$ cat src/rtl/if_types_pkg.sv
// Register-interface types shared between the OBI register block and the cache controller.
package if_types_pkg;

    localparam int unsigned RegKeyWidth  = 16;
    localparam int unsigned RegDataWidth = 32;
    localparam int unsigned RegOpWidth   = 3;

    typedef struct packed {
        logic [RegDataWidth-1:0] dat;
        logic [RegKeyWidth-1:0]  key;
        logic [RegOpWidth-1:0]   operation;
    } reg_read_t;

    typedef struct packed {
        logic                    dat_valid;
        logic [RegDataWidth-1:0] dat;
        logic                    busy_valid;
        logic                    busy;
        logic                    hit_valid;
        logic                    hit;
        logic                    operation_valid;
        logic [RegOpWidth-1:0]   operation;
    } reg_write_t;

endpackage

$ cat src/rtl/ctrl_types_pkg.sv
// Operation and FSM encodings for the key/value cache controller.
package ctrl_types_pkg;

    typedef enum logic [if_types_pkg::RegOpWidth-1:0] {
        NOP    = 3'd0,
        GET    = 3'd1,
        PUT    = 3'd2,
        DELETE = 3'd3
    } operation_e;

    typedef enum logic [1:0] {
        IDLE,
        SCAN,
        DONE
    } ctrl_state_e;

    // Completion write-back: busy drops, hit reported, operation field cleared.
    function automatic if_types_pkg::reg_write_t done_write(input logic hit);
        if_types_pkg::reg_write_t w;
        w                 = '0;
        w.busy_valid      = 1'b1;
        w.busy            = 1'b0;
        w.hit_valid       = 1'b1;
        w.hit             = hit;
        w.operation_valid = 1'b1;
        w.operation       = NOP;
        return w;
    endfunction

endpackage

$ cat src/rtl/kv_entry_array.sv
// Fully-associative key/value storage: one combinational read port, one write port, async clear.
module kv_entry_array #(
    parameter  int unsigned NumEntries = 8,
    parameter  int unsigned KeyWidth   = 16,
    parameter  int unsigned DataWidth  = 32,
    localparam int unsigned IdxW       = $clog2(NumEntries)
) (
    input  logic                 clk,
    input  logic                 rst,
    input  logic [IdxW-1:0]      raddr,
    output logic [KeyWidth-1:0]  rkey,
    output logic [DataWidth-1:0] rdata,
    output logic                 rvalid,
    input  logic                 we,
    input  logic [IdxW-1:0]      waddr,
    input  logic [KeyWidth-1:0]  wkey,
    input  logic [DataWidth-1:0] wdata,
    input  logic                 wvalid
);

    logic [KeyWidth-1:0]  key_q   [NumEntries];
    logic [DataWidth-1:0] data_q  [NumEntries];
    logic                 valid_q [NumEntries];

    always_ff @(posedge clk or posedge rst) begin
        if (rst) begin
            for (int unsigned i = 0; i < NumEntries; i++) begin
                key_q[i]   <= '0;
                data_q[i]  <= '0;
                valid_q[i] <= 1'b0;
            end
        end else if (we) begin
            key_q[waddr]   <= wkey;
            data_q[waddr]  <= wdata;
            valid_q[waddr] <= wvalid;
        end
    end

    assign rkey   = key_q[raddr];
    assign rdata  = data_q[raddr];
    assign rvalid = valid_q[raddr];

endmodule

$ cat src/rtl/redis_cache_ctrl.sv
// GET/PUT/DELETE controller over a linear-scan key/value store, driven by the register snapshot.
// Optional REDIS_CACHE_STATS_EN adds saturating hit/miss counters as extra output ports.
module redis_cache_ctrl
    import if_types_pkg::*;
    import ctrl_types_pkg::*;
#(
    parameter int unsigned NumEntries = 8,
    parameter int unsigned KeyWidth   = RegKeyWidth,
    parameter int unsigned DataWidth  = RegDataWidth
) (
    input  logic       clk,
    input  logic       rst,
    input  reg_read_t  reg_read_i,
    output reg_write_t reg_write_o
`ifdef REDIS_CACHE_STATS_EN
    ,
    output logic [15:0] stat_hits_o,
    output logic [15:0] stat_misses_o
`endif
);

    localparam int unsigned     IdxW    = $clog2(NumEntries);
    localparam logic [IdxW-1:0] LastIdx = IdxW'(NumEntries - 1);

    ctrl_state_e          state_q, state_d;
    operation_e           op_q, op_d;
    logic [KeyWidth-1:0]  key_q, key_d;
    logic [DataWidth-1:0] data_q, data_d;
    logic [IdxW-1:0]      idx_q, idx_d;
    logic                 free_found_q, free_found_d;
    logic [IdxW-1:0]      free_idx_q, free_idx_d;
    logic [IdxW-1:0]      evict_q, evict_d;
    reg_write_t           reg_write_q, reg_write_d;

    logic [KeyWidth-1:0]  rkey;
    logic [DataWidth-1:0] rdata;
    logic                 rvalid;
    logic                 match;
    logic                 we;
    logic [IdxW-1:0]      waddr;
    logic [KeyWidth-1:0]  wkey;
    logic [DataWidth-1:0] wdata;
    logic                 wvalid;

    kv_entry_array #(
        .NumEntries(NumEntries),
        .KeyWidth  (KeyWidth),
        .DataWidth (DataWidth)
    ) u_store (
        .clk   (clk),
        .rst   (rst),
        .raddr (idx_q),
        .rkey  (rkey),
        .rdata (rdata),
        .rvalid(rvalid),
        .we    (we),
        .waddr (waddr),
        .wkey  (wkey),
        .wdata (wdata),
        .wvalid(wvalid)
    );

    assign match = rvalid && (rkey == key_q);

    always_comb begin
        state_d      = state_q;
        op_d         = op_q;
        key_d        = key_q;
        data_d       = data_q;
        idx_d        = idx_q;
        free_found_d = free_found_q;
        free_idx_d   = free_idx_q;
        evict_d      = evict_q;
        reg_write_d  = '0;
        we           = 1'b0;
        waddr        = idx_q;
        wkey         = key_q;
        wdata        = data_q;
        wvalid       = 1'b1;

        unique case (state_q)
            IDLE: begin
                if (reg_read_i.operation inside {GET, PUT, DELETE}) begin
                    op_d                   = operation_e'(reg_read_i.operation);
                    key_d                  = KeyWidth'(reg_read_i.key);
                    data_d                 = DataWidth'(reg_read_i.dat);
                    idx_d                  = '0;
                    free_found_d           = 1'b0;
                    reg_write_d.busy_valid = 1'b1;
                    reg_write_d.busy       = 1'b1;
                    state_d                = SCAN;
                end
            end
            SCAN: begin
                if (match) begin
                    reg_write_d = done_write(1'b1);
                    unique case (op_q)
                        GET: begin
                            reg_write_d.dat_valid = 1'b1;
                            reg_write_d.dat       = RegDataWidth'(rdata);
                        end
                        PUT:     we = 1'b1;
                        DELETE: begin
                            we     = 1'b1;
                            wvalid = 1'b0;
                        end
                        default: ;
                    endcase
                    state_d = DONE;
                end else begin
                    if (!rvalid && !free_found_q) begin
                        free_found_d = 1'b1;
                        free_idx_d   = idx_q;
                    end
                    if (idx_q == LastIdx) begin
                        reg_write_d = done_write(1'b0);
                        // The last entry may itself be the first free slot, so it is folded in here.
                        if (op_q == PUT) begin
                            we = 1'b1;
                            if (free_found_q) begin
                                waddr = free_idx_q;
                            end else if (!rvalid) begin
                                waddr = idx_q;
                            end else begin
                                waddr   = evict_q;
                                evict_d = evict_q + 1'b1;
                            end
                        end
                        state_d = DONE;
                    end else begin
                        idx_d = idx_q + 1'b1;
                    end
                end
            end
            DONE:    state_d = IDLE;
            default: state_d = IDLE;
        endcase
    end

    always_ff @(posedge clk or posedge rst) begin
        if (rst) begin
            state_q      <= IDLE;
            op_q         <= NOP;
            key_q        <= '0;
            data_q       <= '0;
            idx_q        <= '0;
            free_found_q <= 1'b0;
            free_idx_q   <= '0;
            evict_q      <= '0;
            reg_write_q  <= '0;
        end else begin
            state_q      <= state_d;
            op_q         <= op_d;
            key_q        <= key_d;
            data_q       <= data_d;
            idx_q        <= idx_d;
            free_found_q <= free_found_d;
            free_idx_q   <= free_idx_d;
            evict_q      <= evict_d;
            reg_write_q  <= reg_write_d;
        end
    end

    assign reg_write_o = reg_write_q;

`ifdef REDIS_CACHE_STATS_EN
    logic [15:0] hits_q, hits_d;
    logic [15:0] misses_q, misses_d;

    // The registered hit flag is live exactly during DONE, so it selects the counter.
    always_comb begin
        hits_d   = hits_q;
        misses_d = misses_q;
        if (state_q == DONE) begin
            if (reg_write_q.hit) begin
                if (hits_q != '1) hits_d = hits_q + 16'd1;
            end else begin
                if (misses_q != '1) misses_d = misses_q + 16'd1;
            end
        end
    end

    always_ff @(posedge clk or posedge rst) begin
        if (rst) begin
            hits_q   <= '0;
            misses_q <= '0;
        end else begin
            hits_q   <= hits_d;
            misses_q <= misses_d;
        end
    end

    assign stat_hits_o   = hits_q;
    assign stat_misses_o = misses_q;
`endif

endmodule
$ cat config.mk
export PLATFORM = sky130hd
export DESIGN_NAME = redis_cache_ctrl
export DESIGN_NICKNAME = d
export VERILOG_FILES = /design/src/rtl/if_types_pkg.sv /design/src/rtl/ctrl_types_pkg.sv /design/src/rtl/kv_entry_array.sv /design/src/rtl/redis_cache_ctrl.sv
export SDC_FILE = /design/constraint.sdc
export NUM_CORES = 1
export LEC_CHECK = 0
export BUFFER_PORTS_ARGS = -buffer_cell sky130_fd_sc_hd__buf_2
export CELL_PAD_IN_SITES_DETAIL_PLACEMENT = 1
export CELL_PAD_IN_SITES_GLOBAL_PLACEMENT = 1
export CORE_UTILIZATION = 55
export CTS_BUF_LIST = sky130_fd_sc_hd__clkbuf_8
export DETAILED_ROUTE_END_ITERATION = 16
export HOLD_SLACK_MARGIN = 0.1
export PLACE_DENSITY_LB_ADDON = 0.3
export SYNTH_ARGS = -nofsm -noshare
export SYNTH_HDL_FRONTEND = slang
export SYNTH_SLANG_ARGS = --single-unit
$ cat constraint.sdc
create_clock -name clk -period 24.3 [get_ports clk]
set_input_delay 0 -clock clk [delete_from_list [all_inputs] [get_ports clk]]
set_output_delay 0 -clock clk [all_outputs]
set_load 0.05 [all_outputs]
==> results_dict.tcl <==
set metrics [dict create \
    crit_family "compound AO/OA/AOI/OAI gates" \
    rsz0062_at_grt "no" \
    finalPower_w 0.00250 \
    cp-start-kind "register" \
    p_per_area_mw_per_mm2 99.5 \
    place.port_buffers 90 \
    overflow 0 \
    synth_ff_type "dfrtp_1" \
    synthCells 1547 \
    clk_latency_ns 0.66 \
    cts_resized 0 \
    fmax_mhz 158 \
    dpl.hpwl_um 31400 \
    finalCriticalPeriod_ns 6.35 \
    syn_area_sq_mm 0.0218 \
    antenna_found_initial 0 \
    critical_path.cell_chain "buf_4, nor2b_1, a22oi_1, nand3_1, a211oi_1, nand4_1, or4_4, o22ai_4, buf_4, mux2_2" \
    ys_seq_elements 492 \
    cellLeakagePower_nw 12.4 \
    grt_max_degree 179 \
    layout_common_cells "dfrtp_1, mux2_2, nand2_1, dlygate4sd3_1, clkbuf_8" \
    firstDrtPassIters 5 \
    status "finished clean" \
    slowest_delay_ns 1.12 \
    worstSetupEndpointType "register" \
    rows 72 \
    finalCritPeriodShare_pct 26.1 \
    regArea_sq_mm 0.0123 \
    grt_pass1_vias 16000 \
    synth_cell_type_count 65 \
    criticalPathCategory "register to register" \
    yosysSeqAreaShare_pct 56.4 \
    drtAntennaViolNets 0 \
    crit_path_frequent_cell "buf_4" \
    grt_usage_pct 30.9 \
    worst_hold_path_type "input pin to asynchronous set/reset pin" \
    coreArea_sq_mm 0.0389 \
    final.setup.tns_ns 0 \
    n_antenna_cell 0 \
    final_common_cell "dfrtp_1" \
    cts.path.max_buffers 3 \
    final_util_pct 64.6 \
    vdd_drop_max_mv 0.0605 \
    gp_congestion 0.854 \
    synth_area_per_cell_sq_um 14.1 \
    die_w_um 201 \
    dieArea_sq_mm 0.0405 \
    fillerInstances 3624 \
    drc 0 \
    fin_nets 1785 \
    place_area_sq_mm 0.0226 \
    cp_max_fo 59 \
    async_reset_ff_share_pct 100 \
    design_area_sq_mm 0.0251 \
    max_slew.worst_pin.slew_ns 1.26 \
    io-pin-count 94 \
    initial_core_util_pct 56.1 \
    dr_total_vias 13900 \
    slew_viol_final 0 \
    cp_num_buf_inv 2 \
    synth_edf_count 0 \
    numClockSinks 492 \
    htreeDepth 3 \
    arrival_ns 6.85 \
    drt_iter0_markers 813 \
    cts-root-buf "clkbuf_8" \
    vias_per_cell 6.05 \
    required_ns 24.80 \
    multi_input_area_sq_mm 0.00892 \
    final_hold_viol_count 0 \
    cts-buffers-inserted 79 \
    grt_pass1_wl_um 95100 \
    clk_pin_slew_ns 0.06 \
    wl_um 59900 \
    cts_tree "done" \
    finalSetupViolCount 0 \
    wl_per_cell_um 26.0 \
    fin_skew_ns 0.0423 \
    crit_slowest_cell "dfrtp_4" \
    slew_headroom_pct 16.0 \
    synthToLayoutAreaGrowth_pct 15.1 \
    cap_violations 0 \
    die_y_um 201 \
    drive_above_1_share_pct 35.1 \
    synth-warning-count 0 \
]
-- cell families (layout without fill, tap and decap cells) --
group,Yosys count,after routing,share of synthesized area (%)
AO/OA/AOI/OAI,97,97,3.11
XOR/XNOR,10,10,0.401
adder cells (fa/ha/maj),3,3,0.172
buffers and inverters,124,361,3.27
flip-flops,492,492,56.4
multiplexers,509,509,30.4
other,1,3,0.0172
AND/OR/NAND/NOR,311,311,6.23
-- tightest hold or removal path, delay by kind of cell --
family,cells,cell delay [ns]
buffers and inverters,3,1.25
-- where the power goes --
part / total, W / leakage [nW] / switching [W] / internal, W
clock: 0.000710 / 0.911 / 0.000339 / 0.000371
combinational: 0.000589 / 4.71 / 0.000307 / 0.000282
sequential: 0.00120 / 6.75 / 0.000238 / 0.000964
-- state kept, by name (all words and copies together) (netlist names) --
signal	flops
u_store.data_q	256
u_store.key_q	128
op_q	3
data_q	32
reg_write_o	37
state_q	2
u_store.valid_q	8
free_found_q	1
idx_q	3
evict_q	3
free_idx_q	3
key_q	16
-- timing repair --
item,4_1_cts,5_1_grt
setup endpoints to repair,0,0
endpoints found under the hold margin,192,0
hold buffers,102,0
setup buffers,0,0
-- metal layers --
metal / up-vias / part of all wire [%] / GRT usage, %
met5: - / 0 / 0
met4: 0 / 3.1 / 11.1
met3: 125 / 4.2 / 4.89
met2: 402 / 52 / 53.3
met1: 7506 / 41 / 39.8
li1: 5897 / - / -
-- synth_stat cells (all sizes together), types with 3 or more instances --
| cell type | number | share of area [%] |
|---|---|---|
| a211oi | 5 | 0.17 |
| a21oi | 34 | 0.78 |
| a22oi | 7 | 0.24 |
| a2bb2oi | 3 | 0.12 |
| and2 | 4 | 0.11 |
| buf | 67 | 2.3 |
| clkbuf | 45 | 0.77 |
| dfrtp | 492 | 56 |
| ha | 3 | 0.17 |
| inv | 11 | 0.19 |
| mux2 | 400 | 21 |
| mux2i | 26 | 1.2 |
| mux4 | 83 | 8.6 |
| nand2 | 226 | 3.9 |
| nand2b | 4 | 0.11 |
| nand3 | 3 | 0.069 |
| nand4 | 4 | 0.11 |
| nor2 | 20 | 0.34 |
| nor2b | 16 | 0.46 |
| nor3 | 10 | 0.25 |
| nor4 | 10 | 0.32 |
| o21a | 4 | 0.14 |
| o21ai | 6 | 0.14 |
| o22ai | 10 | 0.37 |
| o31a | 3 | 0.12 |
| o31ai | 3 | 0.13 |
| o32a | 3 | 0.14 |
| o32ai | 4 | 0.19 |
| or4 | 3 | 0.12 |
| xnor2 | 5 | 0.20 |
| xor2 | 5 | 0.20 |
-- path summary, 6_finish.rpt --
| path | from | to | slack, ns | cells past startpoint |
|---|---|---|---|---|
| max in group asynchronous | rst | u_store.data_q[78] | 21.83 | 5 |
| max | idx_q[1] | u_store.key_q[11] | 17.95 | 10 |
| max reg2reg | idx_q[1] | u_store.key_q[11] | 17.95 | 10 |
| min | rst | key_q[9] | 0.07 | 3 |
| min reg2reg | u_store.key_q[87] | u_store.key_q[87] | 0.48 | 1 |
| min in group clk | reg_read_i[11] | key_q[8] | 0.15 | 4 |
-- layout make-up --
type	instances	share of cell area [%]
tap	518	2.58
sequential	492	49.0
multi-input combinational	933	35.5
timing repair buffer	211	6.52
clock buffer	101	5.53
clock inverter	37	0.622
inverter	12	0.209
-- stage by stage --
stage | setup WS, ns | hold WS (ns) | std cells
floorplan | 10.57 | 0.105 | 1549
CTS | 18.09 | 0.106 | 2304
detailed placement | 18.13 | 0.196 | 2064
global route | 17.74 | 0.162 | 2304
global placement | 18.18 | 0.190 | 2064
finish | 17.95 | 0.0719 | 2304
No activity file was read; power rests on OpenSTA's default activity.
